--- config.mk ---
export PLATFORM = sky130hd
export DESIGN_NAME = usb_ep_ctrl
export DESIGN_NICKNAME = d
export VERILOG_FILES = /design/src/rtl/usb_ep_ctrl.sv
export SDC_FILE = /design/constraint.sdc
export NUM_CORES = 1
export LEC_CHECK = 0
export BUFFER_PORTS_ARGS = -buffer_cell sky130_fd_sc_hd__buf_2
export CAP_MARGIN = 20
export CORE_MARGIN = 4
export CORE_UTILIZATION = 51
export CTS_BUF_LIST = sky130_fd_sc_hd__clkbuf_16
export DETAILED_ROUTE_END_ITERATION = 10
export HOLD_SLACK_MARGIN = 0.02
export PLACE_DENSITY = 0.73
export RECOVER_POWER = 25
export SLEW_MARGIN = 0
export SYNTH_ARGS = -nofsm -noshare
export SYNTH_HDL_FRONTEND = slang
export SYNTH_SLANG_ARGS = --single-unit
--- constraint.sdc ---
create_clock -name clk_48 -period 3.4 [get_ports clk_48]
set_input_delay 0.51 -clock clk_48 [delete_from_list [all_inputs] [get_ports clk_48]]
set_output_delay 0.51 -clock clk_48 [all_outputs]
set_load 0.005 [all_outputs]
--- src/rtl/usb_ep_ctrl.sv ---
// USB endpoint controller: per-endpoint arm/toggle/stall state, handshake and
// toggle answers for the protocol engine, and payload moves to a packet RAM.
module usb_ep_ctrl #(
    parameter int N_EP = 4,
    localparam int EW = (N_EP > 1) ? $clog2(N_EP) : 1
) (
    input  logic            clk_48,
    input  logic            rst,
    input  logic            usb_rst,
    input  logic            transaction_active,
    input  logic            direction_in,
    input  logic            setup,
    input  logic [3:0]      endpoint,
    input  logic            data_strobe,
    input  logic            success,
    input  logic [7:0]      data_out,
    output logic [1:0]      handshake,
    output logic            data_toggle,
    output logic [7:0]      data_in,
    output logic            data_in_valid,
    input  logic [N_EP-1:0] ep_stall,
    input  logic            in_arm,
    input  logic [EW-1:0]   in_arm_ep,
    input  logic [6:0]      in_arm_len,
    input  logic            out_arm,
    input  logic [EW-1:0]   out_arm_ep,
    output logic            in_done,
    output logic            out_done,
    output logic [EW-1:0]   done_ep,
    output logic [6:0]      out_len,
    output logic            out_setup,
    output logic [EW+6:0]   buf_addr,
    output logic            buf_we,
    output logic [7:0]      buf_wdata,
    input  logic [7:0]      buf_rdata
);

    typedef enum logic [1:0] {
        ST_IDLE = 2'd0,
        ST_IN   = 2'd1,
        ST_OUT  = 2'd2,
        ST_DONE = 2'd3
    } state_t;

    localparam logic [1:0] HS_ACK   = 2'b00;
    localparam logic [1:0] HS_NAK   = 2'b10;
    localparam logic [1:0] HS_STALL = 2'b11;
    localparam logic [4:0] N_EP_W   = 5'(N_EP);
    localparam logic [6:0] MAX_PKT  = 7'd64;

    logic [N_EP-1:0] in_ready_r;
    logic [N_EP-1:0] out_ready_r;
    logic [N_EP-1:0] tog_in_r;
    logic [N_EP-1:0] tog_out_r;
    logic [6:0]      in_len_r [N_EP];

    state_t          state_r;
    state_t          state_s;
    logic [3:0]      tok_ep_r;
    logic [3:0]      tok_ep_s;
    logic            tok_setup_r;
    logic            tok_setup_s;
    logic [6:0]      idx_r;
    logic [6:0]      idx_s;
    logic [EW-1:0]   ep_s;
    logic [EW-1:0]   cur_s;
    logic            cur_valid_s;
    logic            ctx_chg_s;
    logic            in_fin_s;
    logic            out_fin_s;
    logic            wr_s;
    logic [EW+6:0]   buf_addr_s;
    logic [6:0]      arm_len_s;

    assign ep_s        = tok_ep_r[EW-1:0];
    assign cur_s       = endpoint[EW-1:0];
    assign cur_valid_s = ({1'b0, endpoint} < N_EP_W);
    assign arm_len_s   = (in_arm_len > MAX_PKT) ? MAX_PKT : in_arm_len;
    assign ctx_chg_s   = (endpoint != tok_ep_r) || (setup != tok_setup_r) ||
                         (direction_in != (state_r == ST_IN));

    assign data_in_valid = (state_r == ST_IN) && (idx_r < in_len_r[ep_s]);

    // Handshake and toggle answers, zero latency from the token context.
    always_comb begin
        handshake   = HS_NAK;
        data_toggle = 1'b0;
        if (!cur_valid_s) begin
            handshake = HS_STALL;
        end else if (direction_in) begin
            if (ep_stall[cur_s]) begin
                handshake = HS_STALL;
            end else if (in_ready_r[cur_s]) begin
                handshake = HS_ACK;
            end else begin
                handshake = HS_NAK;
            end
            data_toggle = setup ? 1'b0 : tog_in_r[cur_s];
        end else if (setup) begin
            // A SETUP must always be accepted, whatever the stall policy.
            handshake = HS_ACK;
        end else begin
            if (ep_stall[cur_s]) begin
                handshake = HS_STALL;
            end else if (out_ready_r[cur_s]) begin
                handshake = HS_ACK;
            end else begin
                handshake = HS_NAK;
            end
            data_toggle = tog_out_r[cur_s];
        end
    end

    // Transfer FSM next state, context latch and byte index.
    always_comb begin
        state_s     = state_r;
        tok_ep_s    = tok_ep_r;
        tok_setup_s = tok_setup_r;
        idx_s       = idx_r;
        in_fin_s    = 1'b0;
        out_fin_s   = 1'b0;
        wr_s        = 1'b0;
        case (state_r)
            ST_IDLE: begin
                if (transaction_active && cur_valid_s) begin
                    state_s     = direction_in ? ST_IN : ST_OUT;
                    tok_ep_s    = endpoint;
                    tok_setup_s = setup;
                    idx_s       = 7'd0;
                end else begin
                    state_s = ST_IDLE;
                end
            end
            ST_IN, ST_OUT: begin
                if (success) begin
                    state_s   = ST_DONE;
                    in_fin_s  = (state_r == ST_IN);
                    out_fin_s = (state_r == ST_OUT);
                end else if (!transaction_active) begin
                    state_s = ST_IDLE;
                end else if (ctx_chg_s) begin
                    // A new token arrived without the bus going idle.
                    if (cur_valid_s) begin
                        state_s     = direction_in ? ST_IN : ST_OUT;
                        tok_ep_s    = endpoint;
                        tok_setup_s = setup;
                        idx_s       = 7'd0;
                    end else begin
                        state_s = ST_IDLE;
                    end
                end else if (data_strobe && (idx_r < MAX_PKT)) begin
                    idx_s = idx_r + 7'd1;
                    wr_s  = (state_r == ST_OUT);
                end else begin
                    state_s = state_r;
                end
            end
            ST_DONE: begin
                if (!transaction_active) begin
                    state_s = ST_IDLE;
                end else begin
                    state_s = ST_DONE;
                end
            end
            default: begin
                state_s = ST_IDLE;
            end
        endcase
    end

    // Buffer address: OUT writes use the pre-increment index, IN reads prefetch.
    always_comb begin
        buf_addr_s = buf_addr;
        if (wr_s) begin
            buf_addr_s = {ep_s, 1'b0, idx_r[5:0]};
        end else if (state_s == ST_IN) begin
            buf_addr_s = {tok_ep_s[EW-1:0], 1'b1, idx_s[5:0]};
        end else begin
            buf_addr_s = buf_addr;
        end
    end

    // FSM state, buffer port and completion outputs.
    always_ff @(posedge clk_48 or posedge rst) begin
        if (rst) begin
            state_r     <= ST_IDLE;
            tok_ep_r    <= 4'd0;
            tok_setup_r <= 1'b0;
            idx_r       <= 7'd0;
            buf_addr    <= '0;
            buf_we      <= 1'b0;
            buf_wdata   <= 8'd0;
            data_in     <= 8'd0;
            in_done     <= 1'b0;
            out_done    <= 1'b0;
            done_ep     <= '0;
            out_len     <= 7'd0;
            out_setup   <= 1'b0;
        end else if (usb_rst) begin
            state_r     <= ST_IDLE;
            tok_ep_r    <= 4'd0;
            tok_setup_r <= 1'b0;
            idx_r       <= 7'd0;
            buf_we      <= 1'b0;
            data_in     <= buf_rdata;
            in_done     <= 1'b0;
            out_done    <= 1'b0;
        end else begin
            state_r     <= state_s;
            tok_ep_r    <= tok_ep_s;
            tok_setup_r <= tok_setup_s;
            idx_r       <= idx_s;
            buf_addr    <= buf_addr_s;
            buf_we      <= wr_s;
            data_in     <= buf_rdata;
            in_done     <= in_fin_s;
            out_done    <= out_fin_s;
            if (wr_s) begin
                buf_wdata <= data_out;
            end
            if (in_fin_s || out_fin_s) begin
                done_ep <= ep_s;
            end
            if (out_fin_s) begin
                out_len   <= idx_r;
                out_setup <= tok_setup_r;
            end
        end
    end

    // Per-endpoint ready flags, IN lengths and data toggles; arming beats completion.
    always_ff @(posedge clk_48 or posedge rst) begin
        if (rst) begin
            in_ready_r  <= '0;
            out_ready_r <= '0;
            tog_in_r    <= '0;
            tog_out_r   <= '0;
            for (int e = 0; e < N_EP; e++) begin
                in_len_r[e] <= 7'd0;
            end
        end else if (usb_rst) begin
            in_ready_r  <= '0;
            out_ready_r <= '0;
            tog_in_r    <= '0;
            tog_out_r   <= '0;
        end else begin
            for (int e = 0; e < N_EP; e++) begin
                if (in_arm && (in_arm_ep == EW'(e))) begin
                    in_ready_r[e] <= 1'b1;
                    in_len_r[e]   <= arm_len_s;
                end else if (in_fin_s && (ep_s == EW'(e))) begin
                    in_ready_r[e] <= 1'b0;
                end
                if (out_arm && (out_arm_ep == EW'(e))) begin
                    out_ready_r[e] <= 1'b1;
                end else if (out_fin_s && (ep_s == EW'(e))) begin
                    out_ready_r[e] <= 1'b0;
                end
                if (in_fin_s && (ep_s == EW'(e))) begin
                    tog_in_r[e] <= ~tog_in_r[e];
                end else if (out_fin_s && tok_setup_r && (ep_s == EW'(e))) begin
                    tog_in_r[e] <= 1'b1;
                end
                if (out_fin_s && (ep_s == EW'(e))) begin
                    tog_out_r[e] <= tok_setup_r ? 1'b1 : ~tog_out_r[e];
                end
            end
        end
    end

endmodule

==> results of run 1 <==
## worst max path at each step
stage / from / endpoint
final: tok_ep_r[0] / data_in_valid
after global routing: tok_ep_r[0] / data_in_valid
after CTS: tok_ep_r[0] / data_in_valid
after detailed placement: tok_ep_r[0] / data_in_valid
after global placement: tok_ep_r[0] / data_in_valid
after floorplan: rst / buf_addr[0]
## cells by family (layout without fill, tap and decap cells)
| kind of cell | after synthesis | count (layout) | synth area share (%) |
|---|---|---|---|
| AOI/OAI and AO/OA | 114 | 114 | 13.6 |
| xor gates and xnor gates | 6 | 6 | 1.07 |
| adders and majority gates | 12 | 12 | 3.07 |
| buffers and inverters | 46 | 127 | 5.57 |
| DFF | 96 | 96 | 49.1 |
| muxes | 35 | 35 | 11.1 |
| and+or+nand+nor | 161 | 161 | 16.5 |
## critical path, delay by kind of cell (launching register included)
| family | cells | cell delay [ns] |
|---|---|---|
| AO/OA/AOI/OAI | 5 | 0.66 |
| adder cells (fa/ha/maj) | 1 | 0.22 |
| buffers and inverters | 2 | 0.18 |
| flip-flops | 1 | 0.52 |
| multiplexers | 1 | 0.53 |
| AND/OR/NAND/NOR | 1 | 0.20 |
## per-layer routing
metal	wire, um	vias up	track usage (%)
met2	5550	125	33.7
met4	203	0	7.68
met5	0	-	0
met3	523	19	3.16
li1	-	1796	-
met1	4680	1812	25.9
## sequential cells by signal, summed over array words and instances (netlist names), 4 cells and up
name         flops
out_ready_r      4
in_len_r        28
in_ready_r       4
tog_in_r         4
idx_r            7
data_in          8
buf_wdata        8
out_len          7
tog_out_r        4
tok_ep_r         4
buf_addr         9
## cell usage in the layout, fill, tap and decap left out, types with 2 or more instances in the layout
master | Yosys | final
o21a_1 | 2 | 2
o21bai_1 | 3 | 3
nor4_1 | 4 | 4
nor3b_1 | 2 | 2
o21ai_0 | 57 | 57
a22oi_1 | 4 | 4
buf_4 | 0 | 3
ha_1 | 12 | 12
xnor2_1 | 4 | 4
a31oi_1 | 4 | 4
and3_1 | 4 | 4
nand2_1 | 67 | 67
mux2_2 | 15 | 15
a211oi_1 | 3 | 3
nand3_1 | 6 | 6
xor2_1 | 2 | 2
nor3_1 | 7 | 7
nor2b_1 | 12 | 12
inv_8 | 0 | 3
mux4_2 | 12 | 12
and2_1 | 2 | 2
inv_1 | 21 | 20
a21boi_0 | 2 | 2
clkinv_4 | 0 | 2
nand3b_1 | 2 | 2
mux2_4 | 5 | 5
clkbuf_16 | 0 | 9
nor2_1 | 23 | 23
dfrtp_1 | 96 | 95
mux2i_1 | 3 | 3
buf_2 | 1 | 86
or3_1 | 6 | 6
nand2b_1 | 14 | 14
a21oi_1 | 24 | 24
## metrics by stage
step                      instances  hold slack, ns  instance area [um^2]  setup slack [ns]  utilization, %
final                           680           0.264                  5640             0.256            60.7
after detailed placement        664           0.458                  5340             0.492            57.5
after floorplan                 470           0.445                  4900             0.385               -
after global routing            680           0.253                  5640            0.0465            60.7
after global placement          664           0.453                  5340             0.501            57.5
after CTS                       680           0.257                  5650            0.0866            60.9
## layout make-up
class,instances,area share [%]
Clock buffer,9,3.99
Multi-Input combinational cell,328,39.4
Timing Repair Buffer,90,8.12
Clock inverter,7,1.58
Sequential cell,96,42.6
Tap cell,129,2.86
Inverter,21,1.42
## timing repair
item                                    4_1_cts  5_1_grt
endpoints found under the setup margin        0        1
buffers inserted                              0        0
resized for setup                             0        1
## power by group through the flow
stage               clock network [mW]  registers [mW]  logic [mW]
floorplan                            0            1.27       0.200
global placement                     0            1.28       0.277
detailed placement                   0            1.29       0.287
CTS                               1.07            1.26       0.290
global route                      1.11            1.27       0.325
finish                            1.05            1.27       0.284
==> results.py, run 1 <==
metrics = {
    "run_status": {
        "outcome": "finished, violations left",
        "violations": "max-capacitance violations, max-slew violations",
    },
    "synthesis": {
        "syn_area_per_cell_um2": 10.4,
        "syn_area_um2": 4900,
        "postSynthRegisterBits": 96,
        "ys.flop_type": "dfrtp_1",
        "synth_area_leaders": "dfrtp_1, o21ai_0, mux4_2",
        "syn_inst": 470,
        "ys_types": 63,
        "synth.most_common_cell": "dfrtp_1",
        "synth_edf_count": 0,
        "synth_top_area_share_pct": 49.1,
        "ys_seq_area_share_pct": 49.1,
        "synthTopCellsByCount": "dfrtp_1, nand2_1, o21ai_0",
        "syn_nets": 527,
        "yosysWarnings": 0,
        "async_flop_share_pct": 100,
        "synth_top_area_cell": "dfrtp_1",
    },
    "floorplan": {
        "start_util_pct": 52.7,
        "die_x_um": 106,
        "num_rows": 35,
        "ioPinCount": 87,
        "fp.coreArea_um2": 9280,
        "dieArea_um2": 11200,
        "die_h_um": 106,
    },
    "power_and_ir_drop": {
        "power.leakage_nw": 2.72,
        "p_sw_share_pct": 25.6,
        "power.total_mw": 2.60,
        "p_seq_share_pct": 48.6,
        "power_switching_uw": 666,
        "p_int_mw": 1.94,
        "combPwrFrac_pct": 10.9,
        "irDropWorstVdd_v": 0.000221,
        "clockPowerShare_pct": 40.4,
        "power_density_nw_per_um2": 462,
    },
    "cts": {
        "cts_tree": "yes",
        "cts_buffers": 9,
        "cts_hold_buf": 0,
        "htree_num_levels": 3,
        "clk_path_buf_depth": 2,
        "root_buffer": "clkbuf_16",
        "clkSlewWorstSetupHoldPaths_ns": 0.07,
        "cts_sinks": 96,
        "clock_latency_ns": 0.34,
    },
    "finish": {
        "fillers": 810,
        "multi_input_area_um2": 2220,
        "drive_above_1_share_pct": 27.2,
        "syn_to_final_growth_pct": 15.2,
        "n_antenna_cell": 0,
        "nets": 603,
        "seq_area_um2": 2400,
    },
    "critical_path": {
        "required_ns": 2.89,
        "r2r-end": "buf_addr[8]",
        "crit_type": "reg2out",
        "crit_path_max_fanout": 8,
        "cp_common_cell": "o21ai_0",
        "r2r_slack_ns": 0.75,
        "critPathMaxStageDelay_ns": 0.53,
        "critPathArrivalTime_ns": 2.63,
        "reg2regPathDepth": 9,
        "slowest_stage": "mux4_2",
        "end_kind": "output pin",
        "cp-start-kind": "flip-flop",
        "r2r-start": "state_r[1]",
        "cp_cell_sequence": "mux4_2 > inv_1 > ha_1 > a21boi_0 > o21ai_0 > a21oi_1 > o21a_1 > o21ai_0 > and3b_1 > buf_2",
    },
    "placement": {
        "gp_congestion": 0.936,
        "dp_hpwl_um": 7750,
        "numPortBuffers": 86,
    },
    "sta": {
        "finalCritPeriodShare_pct": 92.5,
        "fin_skew_ns": 0.00812,
        "slew_violations": 47,
        "fin_crit_ns": 3.14,
        "max_slew_margin_pct": -29.9,
        "rsz0062_at_grt": "false",
        "tns_ns": 0,
        "finalSetupViolCount": 0,
        "fmax_mhz": 318,
        "tightest_slew_ns": 1.94,
        "hold_viol": 0,
    },
    "drt": {
        "via_count": 3752,
        "drt-vias-per-instance": 5.52,
        "detail-route-antenna-nets": 0,
        "drt_wl_total_um": 11000,
        "dr.pass1.iters": 4,
        "drc": 0,
        "drt-wirelength-per-cell_um": 16.1,
        "drt_iter0_drc": 166,
    },
    "worst_hold_path": {
        "worstHoldStart": "buf_rdata[3]",
        "whs_endpoint": "data_in[3]",
        "holdPathStages": 1,
        "hp-class": "in2reg",
    },
    "global_route": {
        "grt_pass1_wl_um": 17900,
        "grt_pass1_vias": 3705,
        "grt_max_degree": 52,
        "grt_usage_pct": 19.9,
        "grt_antenna_before_repair": 0,
        "grt-ovfl-total": 0,
    },
    "flow_run": {
        "maxCapViolCount": 1,
    },
}
Power figures use the tool's default switching activity.
==> run 2, diff against run 1 <==
CORE_ASPECT_RATIO = 1.1   (was default)
==> run 2 against run 1 <==
  * The flow still finishes with violations (max-capacitance violations, max-slew violations)
  * Routed wire length down 0.63%
  * Core utilization fell by 0.76 points
  * Sequential power hardly changed
  * Die area is essentially flat
  * Highest routed layer unchanged
  * Global-route usage up 0.41 points
==> results.py, run 2 (synthesis gave the netlist of run 1 again) <==
metrics = {
    "cts": {
        "cts_buffers": 9,
        "cts_resized": 0,
        "root_buffer": "clkbuf_16",
        "cts_hold_buf": 0,
        "cts_sinks": 96,
        "cts_setup_buffers": 0,
        "clk_path_buf_depth": 2,
        "clkSlewWorstSetupHoldPaths_ns": 0.07,
        "cts_tree": "yes",
        "htree_num_levels": 3,
        "clock_latency_ns": 0.34,
    },
    "sta": {
        "slew_violations": 97,
        "max_slew_margin_pct": -50.4,
        "setup_ws_ns": 0.304,
        "tns_ns": 0,
        "finalCritPeriodShare_pct": 91.0,
        "tightest_slew_ns": 2.26,
        "finalSetupViolCount": 0,
        "rsz0062_at_grt": "false",
        "hold_viol": 0,
        "fin_crit_ns": 3.10,
        "fin_skew_ns": 0.00876,
        "fmax_mhz": 323,
    },
    "placement": {
        "numPortBuffers": 86,
        "place_inst": 651,
        "pre_cts_ws_ns": 0.522,
        "dp_hpwl_um": 7720,
        "gp_congestion": 0.940,
    },
    "drt": {
        "drt-wirelength-per-cell_um": 16.3,
        "drt_wl_total_um": 10900,
        "detail-route-antenna-nets": 0,
        "dr.pass1.iters": 5,
        "drc": 0,
        "via_count": 3752,
        "drt-vias-per-instance": 5.63,
        "drt_iter0_drc": 219,
    },
    "worst_hold_path": {
        "worstHoldStart": "buf_rdata[3]",
        "hp-class": "in2reg",
        "whs_endpoint": "data_in[3]",
        "holdPathStages": 1,
    },
    "floorplan": {
        "start_util_pct": 52.4,
        "die_h_um": 111,
        "die_x_um": 101,
        "num_rows": 37,
        "fp.coreArea_um2": 9350,
        "ioPinCount": 87,
        "dieArea_um2": 11200,
    },
    "critical_path": {
        "crit_family": "compound AO/OA/AOI/OAI gates",
        "path_buf_inv": 2,
        "crit_type": "reg2out",
        "reg2regPathDepth": 8,
        "critPathArrivalTime_ns": 2.59,
        "critPathMaxStageDelay_ns": 0.52,
        "end_kind": "output pin",
        "r2r_slack_ns": 0.79,
        "r2r-end": "buf_addr[8]",
        "crit_path_max_fanout": 7,
        "cp_common_cell": "o21ai_0",
        "r2r-start": "tok_ep_r[1]",
        "cp-start-kind": "flip-flop",
        "slowest_stage": "mux4_2",
        "cp_cell_sequence": "mux4_2 > inv_1 > ha_1 > a21boi_0 > o21ai_0 > a21oi_1 > o21a_1 > o21ai_0 > and3b_1 > buf_2",
        "required_ns": 2.89,
    },
    "power_and_ir_drop": {
        "power.leakage_nw": 2.71,
        "power.total_mw": 2.57,
        "irDropWorstVdd_v": 0.000267,
        "power_density_nw_per_um2": 459,
    },
    "finish": {
        "largest_reg_flops": 28,
        "final_common_cell": "dfrtp_1",
        "largestRegisters": "in_len_r: 28 flops, buf_addr: 9 flops",
        "syn_to_final_growth_pct": 14.5,
        "drive_above_1_share_pct": 26.9,
        "regMostFlops": "in_len_r",
        "instances_no_fill": 667,
        "utilization_pct": 60.0,
        "n_antenna_cell": 0,
        "nets": 602,
        "most-common-layout-cells": "dfrtp_1, buf_2, nand2_1, o21ai_0, a21oi_1",
    },
    "global_route": {
        "grt_antenna_before_repair": 0,
        "grt-ovfl-total": 0,
        "grt_pass1_vias": 3675,
        "grt_max_degree": 97,
        "grt_pass1_wl_um": 18500,
        "grt_usage_pct": 20.3,
    },
    "run_status": {
        "violations": "max-capacitance violations, max-slew violations",
        "outcome": "finished, violations left",
    },
    "flow_run": {
        "maxCapViolCount": 1,
    },
}
## run 2: changes by cell type in the layout (fill, tap and decap cells not counted), sizes merged
| cell | change |
|---|---|
| buf | -1 |
## run 2: stage by stage
stage / instance area (um^2) / hold WS, ns
final: 5610 / 0.274
after global routing: 5610 / 0.260
after CTS: 5620 / 0.268
after detailed placement: 5320 / 0.458
after global placement: 5320 / 0.452
after floorplan: 4900 / 0.445
## run 2: worst max-delay path by stage
| stage | start | cells past startpoint | endpoint | slack [ns] |
|---|---|---|---|---|
| 2_1_floorplan | rst | 1 | buf_addr[0] | 0.38 |
| 6_report | tok_ep_r[0] | 10 | data_in_valid | 0.30 |
| 3_3_place_gp | tok_ep_r[0] | 10 | data_in_valid | 0.57 |
| 4_1_cts | tok_ep_r[0] | 10 | data_in_valid | 0.16 |
| 3_5_place_dp | tok_ep_r[0] | 10 | data_in_valid | 0.52 |
| 5_1_grt | tok_ep_r[0] | 10 | data_in_valid | 0.11 |
## run 2: power by group
group	total, mW	internal [mW]	switching (mW)
combinational	0.281	0.127	0.154
clock	1.02	0.580	0.443
sequential	1.27	1.22	0.0476
## run 2: cell type report
class	count	area, um^2
fillers	780	3740
flip-flops and latches	96	2400
multi-input cells	328	2220
repair buffers	89	450
clock buffers	9	225
well taps	117	146
clock inverters	7	81.3
inverters	21	80.1
## run 2: layer usage
metal / share of wire (%) / routed length, um / GRT usage, %
met2: 50 / 5450 / 32.7
met5: 0 / 0 / 0
met3: 6.3 / 681 / 4.22
met1: 42 / 4560 / 27.9
met4: 1.8 / 191 / 5.41
